`src/rtl/inertial_fusion_integrator.sv`:
```
// Multi-channel complementary filter: offset-corrected gyro integration
// nudged toward an accel-derived angle, with on-chip offset calibration.
module inertial_fusion_integrator #(
    parameter int NUM_CH      = 2,
    parameter int DW          = 16,
    parameter int ACC_W       = 27,
    parameter int FUSION_STEP = 1024,
    parameter int ACC_GAIN    = 327,
    parameter int ACC_SH      = 13,
    parameter int CAL_LOG2    = 4
) (
    input  logic                 clk,
    input  logic                 rst_n,
    input  logic                 vld,
    input  logic [NUM_CH*DW-1:0] rate,
    input  logic [NUM_CH*DW-1:0] accel,
    input  logic                 cal_req,
    output logic [NUM_CH*DW-1:0] angle,
    output logic                 rdy,
    output logic                 cal_busy,
    output logic [NUM_CH-1:0]    sat
);

    localparam int SW = DW + CAL_LOG2;
    localparam int CW = CAL_LOG2 + 1;
    localparam int PW = DW + 32;
    localparam int IW = ACC_W + 2;

    localparam logic [CW-1:0] CAL_LAST = CW'((1 << CAL_LOG2) - 1);
    localparam logic signed [IW-1:0] I_MAX =
        {{3{1'b0}}, {(ACC_W-1){1'b1}}};
    localparam logic signed [IW-1:0] I_MIN =
        {{3{1'b1}}, {(ACC_W-1){1'b0}}};
    localparam logic signed [IW-1:0] FSTEP = IW'(FUSION_STEP);
    localparam logic signed [PW-1:0] GAIN = PW'(ACC_GAIN);

    typedef enum logic {
        S_CAL,
        S_RUN
    } state_t;

    state_t state, state_nxt;

    logic [CW-1:0] cnt;
    logic          cal_step;
    logic          cal_done;
    logic          run_step;

    logic signed [SW-1:0]    rate_sum [NUM_CH];
    logic signed [SW-1:0]    acc_sum  [NUM_CH];
    logic signed [DW-1:0]    rate_off [NUM_CH];
    logic signed [DW-1:0]    acc_off  [NUM_CH];
    logic signed [ACC_W-1:0] integ    [NUM_CH];

    logic signed [SW-1:0]    rs_nxt   [NUM_CH];
    logic signed [SW-1:0]    as_nxt   [NUM_CH];
    logic signed [DW-1:0]    rc       [NUM_CH];
    logic signed [DW-1:0]    ac       [NUM_CH];
    logic signed [PW-1:0]    prod     [NUM_CH];
    logic signed [DW-1:0]    acc_ang  [NUM_CH];
    logic signed [DW-1:0]    cur      [NUM_CH];
    logic signed [IW-1:0]    f        [NUM_CH];
    logic signed [IW-1:0]    wide     [NUM_CH];
    logic signed [ACC_W-1:0] integ_nxt[NUM_CH];
    logic [NUM_CH-1:0]       clip;

    // State register
    always_ff @(posedge clk or negedge rst_n) begin
        if (!rst_n) state <= S_CAL;
        else        state <= state_nxt;
    end

    // Next-state and step qualifiers; recalibration request overrides all
    always_comb begin
        state_nxt = state;
        cal_step  = 1'b0;
        cal_done  = 1'b0;
        run_step  = 1'b0;
        if (cal_req) begin
            state_nxt = S_CAL;
        end else begin
            unique case (state)
                S_CAL: begin
                    cal_step = vld;
                    if (vld && cnt == CAL_LAST) begin
                        cal_done  = 1'b1;
                        state_nxt = S_RUN;
                    end
                end
                S_RUN: run_step = vld;
                default: state_nxt = S_CAL;
            endcase
        end
    end

    // Per-channel calibration sums and fusion/integration arithmetic
    always_comb begin
        for (int k = 0; k < NUM_CH; k++) begin
            rs_nxt[k] = rate_sum[k] +
                {{CAL_LOG2{rate[k*DW+DW-1]}}, rate[k*DW +: DW]};
            as_nxt[k] = acc_sum[k] +
                {{CAL_LOG2{accel[k*DW+DW-1]}}, accel[k*DW +: DW]};
            rc[k] = rate[k*DW +: DW] - rate_off[k];
            ac[k] = accel[k*DW +: DW] - acc_off[k];
            prod[k] = {{(PW-DW){ac[k][DW-1]}}, ac[k]} * GAIN;
            acc_ang[k] = DW'(prod[k] >>> ACC_SH);
            cur[k] = integ[k][ACC_W-1 -: DW];
            f[k] = (acc_ang[k] > cur[k]) ? FSTEP : -FSTEP;
            wide[k] = {{2{integ[k][ACC_W-1]}}, integ[k]}
                    - {{(IW-DW){rc[k][DW-1]}}, rc[k]}
                    + f[k];
            clip[k] = 1'b0;
            integ_nxt[k] = wide[k][ACC_W-1:0];
            if (wide[k] > I_MAX) begin
                integ_nxt[k] = I_MAX[ACC_W-1:0];
                clip[k] = 1'b1;
            end else if (wide[k] < I_MIN) begin
                integ_nxt[k] = I_MIN[ACC_W-1:0];
                clip[k] = 1'b1;
            end
        end
    end

    // Calibration counter, sums and offsets
    always_ff @(posedge clk or negedge rst_n) begin
        if (!rst_n) begin
            cnt <= '0;
            for (int k = 0; k < NUM_CH; k++) begin
                rate_sum[k] <= '0;
                acc_sum[k]  <= '0;
                rate_off[k] <= '0;
                acc_off[k]  <= '0;
            end
        end else if (cal_req || cal_done) begin
            cnt <= '0;
            for (int k = 0; k < NUM_CH; k++) begin
                rate_sum[k] <= '0;
                acc_sum[k]  <= '0;
                if (cal_done) begin
                    rate_off[k] <= DW'(rs_nxt[k] >>> CAL_LOG2);
                    acc_off[k]  <= DW'(as_nxt[k] >>> CAL_LOG2);
                end
            end
        end else if (cal_step) begin
            cnt <= cnt + 1'b1;
            for (int k = 0; k < NUM_CH; k++) begin
                rate_sum[k] <= rs_nxt[k];
                acc_sum[k]  <= as_nxt[k];
            end
        end
    end

    // Integrators and sticky saturation flags
    always_ff @(posedge clk or negedge rst_n) begin
        if (!rst_n) begin
            sat <= '0;
            for (int k = 0; k < NUM_CH; k++) integ[k] <= '0;
        end else if (cal_req) begin
            sat <= '0;
            for (int k = 0; k < NUM_CH; k++) integ[k] <= '0;
        end else if (run_step) begin
            sat <= sat | clip;
            for (int k = 0; k < NUM_CH; k++) integ[k] <= integ_nxt[k];
        end
    end

    // Update pulse aligned with the refreshed angle
    always_ff @(posedge clk or negedge rst_n) begin
        if (!rst_n) rdy <= 1'b0;
        else        rdy <= run_step;
    end

    assign cal_busy = (state == S_CAL);

    for (genvar k = 0; k < NUM_CH; k++) begin : g_ang
        assign angle[k*DW +: DW] = integ[k][ACC_W-1 -: DW];
    end

endmodule

```
`config.mk`:
```
export PLATFORM = sky130hd
export DESIGN_NAME = inertial_fusion_integrator
export DESIGN_NICKNAME = d
export VERILOG_FILES = /design/src/rtl/inertial_fusion_integrator.sv
export SDC_FILE = /design/constraint.sdc
export NUM_CORES = 1
export LEC_CHECK = 0
export BUFFER_PORTS_ARGS = -buffer_cell sky130_fd_sc_hd__buf_2
export CAP_MARGIN = 20
export CORE_UTILIZATION = 65
export CTS_BUF_LIST = sky130_fd_sc_hd__clkbuf_8
export CTS_CLUSTER_SIZE = 8
export DETAILED_ROUTE_END_ITERATION = 8
export GPL_TIMING_DRIVEN = 1
export PLACE_DENSITY = 0.9
export SLEW_MARGIN = 20
export SYNTH_ARGS = -nofsm -noshare
export SYNTH_HDL_FRONTEND = slang
export SYNTH_SLANG_ARGS = --single-unit
```
`constraint.sdc`:
```
create_clock -name clk -period 17 [get_ports clk]
set_clock_uncertainty 0.05 [all_clocks]
set_input_delay 1.7 -clock clk [delete_from_list [all_inputs] [get_ports clk]]
set_output_delay 1.7 -clock clk [all_outputs]
set_load 0.005 [all_outputs]
```
* Word-level counts from Yosys, hierarchy flattened
Index checks and enable logic that the tools add are counted.
** Storage, ports and cells
- Logic and storage cells :: 72
- Bits in registers :: 207
** Operators by class
- Reduce and logical (&&, ||, !) cells :: 5
- Order comparisons :: 6
- Multiplexer cells :: 29
- Equality and inequality tests :: 1
- $mul :: 2
- Bitwise operators :: 2
- $add $sub $neg :: 13
** Operators by type and width (count)
- 40-bit 2-to-1 mux :: 4
- 27-bit 2-to-1 mux :: 4
- 54-bit 2-to-1 mux :: 2
- 20-bit adder :: 4
- 16-bit subtractor :: 4
- 29-bit adder :: 2
- 29-bit by 27-bit > comparator with 1-bit output, second input constant :: 2
- 29-bit by 27-bit < comparator with 1-bit output, second input constant :: 2
- 29-bit 2-to-1 mux :: 2
- 27-bit by 16-bit subtractor with 28-bit output :: 2
- 16-bit by 10-bit multiplier with 26-bit output, second input constant :: 2
- 13-bit by 16-bit > comparator with 1-bit output :: 2
- 1-bit 2-to-1 mux :: 13
- 5-bit 2-to-1 mux :: 2
- 5-bit by 1-bit adder with 5-bit output, second input constant :: 1
- 5-bit by 4-bit equality test with 1-bit output, second input constant :: 1
- 2-bit 2-to-1 mux :: 2
- 2-bit nonzero test :: 2
- 2-bit OR :: 1
- 2-bit AND reduction :: 1
- 1-bit logical AND :: 1
- 1-bit logical OR :: 1
- 1-bit inverter :: 1

* Logic depth before layout (Yosys ltp)
- Word-level depth :: 11
- Depth in mapped cells :: 59
- Depth with buffers taken out :: 56

* Worst setup path before layout
Ideal clock, no wire load.
- Path type :: input-to-reg
- Start :: input port accel[1]
- End :: register sat[0]
- Path buffers :: 3
- Setup slack :: 2.139 ns
- Data arrival time :: 14.667 ns
- Required time :: 16.806 ns
- Cell stages on the path :: 49
- Cells stage by stage :: ha_1 > nor2b_1 > o21ai_0 > a21boi_0 > o21a_1 > o21ai_0 > a21oi_1 > nor3_1 > nor3_1 > o211ai_1 > nor3b_1 > inv_1 > ha_1 > ha_1 > fa_1 > fa_1 > inv_1 > fa_1 > [... 13 more ...] > clkbuf_1 > clkbuf_1 > ha_1 > nor2b_1 > o21ai_0 > nand2b_1 > inv_1 > nor2_1 > a221oi_1 > nand3_1 > o41ai_1 > a221oi_1 > a22oi_1 > nor4b_1 > and4_1 > o21ai_2 > buf_2 > o221ai_1
** On the way
- Longest elaborated chain between the ends :: 11
- Elaborated cells between the ends (all ways) :: 12
- Those cells by class :: add/sub: 2; mul: 1; order compare: 3; mux: 5; bitwise: 1
** Ends and longest elaborated chain
- from (decl) :: RTL line 16 : input logic [NUM_CH*DW-1:0] accel,
- 16-bit subtractor * :: RTL line 104 : ac[k] = accel[k*DW +: DW] - acc_off[k];
- 16-bit by 10-bit multiplier with 26-bit output * :: RTL line 105 : prod[k] = {{(PW-DW){ac[k][DW-1]}}, ac[k]} * GAIN;
- 13-bit by 16-bit > comparator with 1-bit output * :: RTL line 108 : f[k] = (acc_ang[k] > cur[k]) ? FSTEP : -FSTEP;
- 29-bit 2-to-1 mux * :: RTL line 108
- 29-bit adder * :: RTL line 111 : + f[k];
- 29-bit by 27-bit < comparator with 1-bit output :: RTL line 117 : end else if (wide[k] < I_MIN) begin
- 1-bit 2-to-1 mux :: RTL line 117
- 1-bit 2-to-1 mux * :: RTL line 114 : if (wide[k] > I_MAX) begin
- 2-bit OR * :: RTL line 162 : sat <= sat | clip;
- 2-bit 2-to-1 mux * :: RTL line 161 : end else if (run_step) begin
- 2-bit 2-to-1 mux * :: RTL line 158 : end else if (cal_req) begin
- to (signal assigned) :: RTL line 162
- to (decl) :: RTL line 21 : output logic [NUM_CH-1:0] sat
Every way passes the cells marked *; elsewhere a longest branch is shown, timed or not. The select of a mux whose other input is x is not followed.
A chain may end at the register's enable or synchronous reset.

* Final worst setup path
- Start :: input port accel[16]
- End :: register integ, in the netlist angle[21]
** On the way
- Longest elaborated chain between the ends :: 10
- Elaborated cells between the ends (all ways) :: 11
- Those cells by class :: add/sub: 2; mul: 1; order compare: 3; mux: 5
** Ends and longest elaborated chain
- 16-bit subtractor * :: RTL line 104
- 16-bit by 10-bit multiplier with 26-bit output * :: RTL line 105
- 13-bit by 16-bit > comparator with 1-bit output * :: RTL line 108
- 29-bit 2-to-1 mux * :: RTL line 108
- 29-bit adder * :: RTL line 111
- 29-bit by 27-bit < comparator with 1-bit output :: RTL line 117
- 27-bit 2-to-1 mux :: RTL line 117
- 27-bit 2-to-1 mux * :: RTL line 114
- 54-bit 2-to-1 mux * :: RTL line 161
- 54-bit 2-to-1 mux * :: RTL line 158
- to (decl) :: RTL line 53 : logic signed [ACC_W-1:0] integ [NUM_CH];
Marked as above.

==> impl_results.rst <==
.. list-table::
   :header-rows: 1

   * - Metric
     - Value
   * - Outcome
     - complete, no violations
   * - Cell family contributing the most delay on the critical path
     - compound AO/OA/AOI/OAI gates
   * - Largest area contributor in the netlist
     - sky130_fd_sc_hd__dfrtp_1
   * - Number of detailed-route iterations in the first pass
     - 6
   * - Final TNS setup
     - 0 ns
   * - Proportion of synthesized chip area in sequential cells
     - 20.5%
   * - Max-capacitance violation count
     - 0
   * - Antenna viol nets, final
     - 0
   * - Post-synthesis cell count
     - 2989
   * - Buffer depth of the longest clock path
     - 3
   * - Die span in x
     - 199 um
   * - Placed cell areas
     - between 0.02 and 0.03 mm2
   * - Clock tree from TritonCTS
     - done
   * - Minimum setup slack in the final design
     - 1.83 ns
   * - Count of flip-flops with a built-in enable after synthesis
     - 0
   * - Rel. slew slack
     - 28.1%
   * - Via count of the first global-routing pass
     - 22.6k
   * - GRT overflow
     - 0
   * - Die Span Y
     - between 150 and 200 um
   * - Worst Reg-to-Reg Cells
     - 50
   * - Maximum single-stage delay on the critical path
     - 0.80 ns
   * - CP Data Required Time
     - 17.30 ns
   * - Topmost layer with routed signal wires
     - met5
   * - Share of the synthesized area in the top cell type
     - 20.5%
   * - Core area
     - approximately 0.038 mm2
   * - Number of placed I/O pins
     - roughly 100
   * - Highest-count cells in the layout ignoring fill and taps
     - sky130_fd_sc_hd__inv_1 (401), sky130_fd_sc_hd__ha_1 (389), sky130_fd_sc_hd__nand2_1 (241)
   * - Share of the clock period used by the worst path
     - 89.3%
   * - GR Util All Layers
     - around 33%
   * - Starting density of the core
     - 66.6%
   * - Initial antenna violation count
     - 8
   * - Count of pins over their slew limit
     - 0
   * - Pin count of the biggest net entering global routing
     - 143
   * - CP Capture Type
     - flip-flop
   * - Post-CTS setup buffer count
     - 0
   * - Number of library cell types mapped by synthesis
     - 87
   * - Mean cell area of the mapped netlist
     - 8.45 um2
   * - Cell chosen for the clock root
     - sky130_fd_sc_hd__clkbuf_8
   * - Via/cell ratio
     - 6.24
   * - Shortest period the worst path allows
     - about 15 ns
   * - Post-layout net count
     - 3591
   * - DRC violation count after routing
     - 0
   * - Crit path depth
     - 52
   * - Critical path start-end classification
     - input port to flip-flop
   * - Cell repeated most along the worst path
     - sky130_fd_sc_hd__inv_1
   * - Worst EP arrival
     - 15.47 ns
   * - Number of DRC violations after detailed-routing iteration 0
     - 1451
   * - CTS buffer count
     - 36
   * - Cts-stage hold buffer count
     - 0
   * - Number of warnings issued by yosys
     - 0
   * - Static leakage power
     - 13.2 nW
   * - Total via count after detailed routing
     - 22.3k
   * - DP HPWL
     - 50.8 mm
   * - Full die area
     - 0.0397 mm2
   * - Placer Congestion
     - 0.925
   * - Count of buffering cells on the critical path with inverters included
     - 8
   * - Power density over cell area
     - 156 mW/mm2
   * - Met3 layer wire length in the routed design
     - between 4 and 5 mm
   * - Utilization after layout
     - 70.7%
   * - Total of buffers placed on input and output ports
     - 103
   * - Startpoint types
     - input port
   * - Clock Sinks
     - 207
   * - Maximum vdd drop
     - 0.000286 V
   * - Number of register bits inferred by synthesis
     - 207
   * - First-pass GRT wire length
     - 107 mm
   * - Maximum level of the CTS H-tree
     - 2
   * - Count of cells resized by post-cts repair
     - 0
   * - Average wire per cell in the routed design
     - 18.3 um
   * - Least-Margin Pin Slew
     - 1.08 ns
   * - Clock latency at the later pin of the worst-skew pair
     - between 0.5 and 0.6 ns
   * - Synthesized Nets
     - 3539
   * - Area growth, synth to finish
     - 6.25%
   * - Cell area after technology mapping
     - 0.0253 mm2
   * - Smallest hold slack
     - roughly 0.43 ns
   * - Slowest cell on crit path
     - sky130_fd_sc_hd__nand2_1
   * - Fmax
     - 65.9 MHz
   * - Post-placement setup slack
     - 1.50 ns
   * - Detailed-route wire length on metal 1
     - about 26 mm
   * - Fin. Hold Viols
     - 0
   * - Hold-critical path depth
     - 2
   * - Layout cells sized above 1
     - 8.16%
   * - Setup violations, final
     - 0
   * - Total wirelength of the detailed-routed design
     - 65.4 mm
   * - Worst-path maximum fanout
     - 30
   * - Final Instance Area
     - 0.0268 mm2
   * - Largest cells by area after synthesis
     - sky130_fd_sc_hd__dfrtp_1 (21%), sky130_fd_sc_hd__ha_1 (19%), sky130_fd_sc_hd__fa_1 (7.4%)
   * - Number of cell rows
     - 71
   * - Unrepaired setup endpoints after global routing
     - false
   * - Top flip-flop cell by instance count after synthesis
     - sky130_fd_sc_hd__dfrtp_1
   * - Clock transition at path regs
     - 0.06 ns
   * - Async set or reset register ratio after synthesis
     - 100%
   * - Routed length on met2
     - ~32 mm
   * - Commonest non-fill, non-tap cell in the layout
     - sky130_fd_sc_hd__inv_1
   * - Type of the tightest min-delay check
     - flip-flop to flip-flop
## cell families (layout without fill, tap and decap cells)
kind of cell               Yosys count  count (layout)  synth area share (%)
xor gates and xnor gates           237             237                  8.22
DFF                                207             207                  20.5
buffers and inverters              494             568                  7.90
and+or+nand+nor                    713             713                  13.5
other                                0               7                     0
AOI/OAI and AO/OA                  818             818                  21.6
adders and majority gates          483             483                  26.7
muxes                               37              37                  1.60
## per-layer routing
layer / up-vias / global-route usage (%)
li1: 10602 / -
met1: 10756 / 40.0
met2: 758 / 58.0
met3: 206 / 4.95
met4: 6 / 14.0
met5: - / 0
## final cells by class
class	instances	area, um2
Inverter	394	1480
Fill cell	2841	11100
Timing Repair Buffer	114	648
Tap cell	511	639
Multi-Input combinational cell	2288	18100
Clock inverter	15	120
Clock buffer	45	619
Antenna cell	7	17.5
Sequential cell	207	5180
## sequential cells by signal (all words and copies together), names as in the netlist
name / cells
acc_off: 32
acc_sum: 40
angle: 32
cnt: 5
integ: 22
rate_off: 32
rate_sum: 40
rdy: 1
sat: 2
state: 1
## synth_stat cells, types with 30 or more instances
library cell	number
sky130_fd_sc_hd__o21bai_1	39
sky130_fd_sc_hd__o21ai_0	196
sky130_fd_sc_hd__a21oi_1	173
sky130_fd_sc_hd__nor2b_1	31
sky130_fd_sc_hd__fa_1	93
sky130_fd_sc_hd__nor3_1	66
sky130_fd_sc_hd__o21ai_1	30
sky130_fd_sc_hd__xor2_1	72
sky130_fd_sc_hd__xnor2_1	165
sky130_fd_sc_hd__a22o_1	38
sky130_fd_sc_hd__nand2b_1	33
sky130_fd_sc_hd__nand2_1	242
sky130_fd_sc_hd__buf_4	32
sky130_fd_sc_hd__nor2_1	151
sky130_fd_sc_hd__o211ai_1	33
sky130_fd_sc_hd__inv_1	393
sky130_fd_sc_hd__nand3_1	46
sky130_fd_sc_hd__ha_1	389
sky130_fd_sc_hd__a21o_1	54
sky130_fd_sc_hd__dfrtp_1	207
sky130_fd_sc_hd__clkbuf_1	56
## where the power goes
group	total, mW	internal [mW]	switching [mW]
Sequential	0.549	0.525	0.0238
Clock	0.487	0.268	0.219
Combinational	3.15	1.30	1.85
## final timing paths
path	start	endpoint	slack, ns
hold reg to reg	acc_off[1]	acc_off[1]	0.43
min in group asynchronous	rst_n	acc_off[2]	1.03
setup reg to reg	acc_off[0]	angle[21]	2.81
max in group asynchronous	rst_n	rate_sum[29]	14.58
hold / removal	acc_off[1]	acc_off[1]	0.43
setup / recovery	accel[16]	angle[21]	1.83
## tightest hold or removal path: stages, from the launching register on
cell                      delay [ns]
sky130_fd_sc_hd__dfrtp_1        0.35
sky130_fd_sc_hd__nand2_1        0.05
sky130_fd_sc_hd__o21ai_0        0.06
## through the flow
stage	cells	total power, mW
global route	3576	4.61
global placement	3512	3.46
finish	3581	4.19
detailed placement	3512	3.65
CTS	3572	4.16
floorplan	2989	2.96
Power figures use the tool's default switching activity.
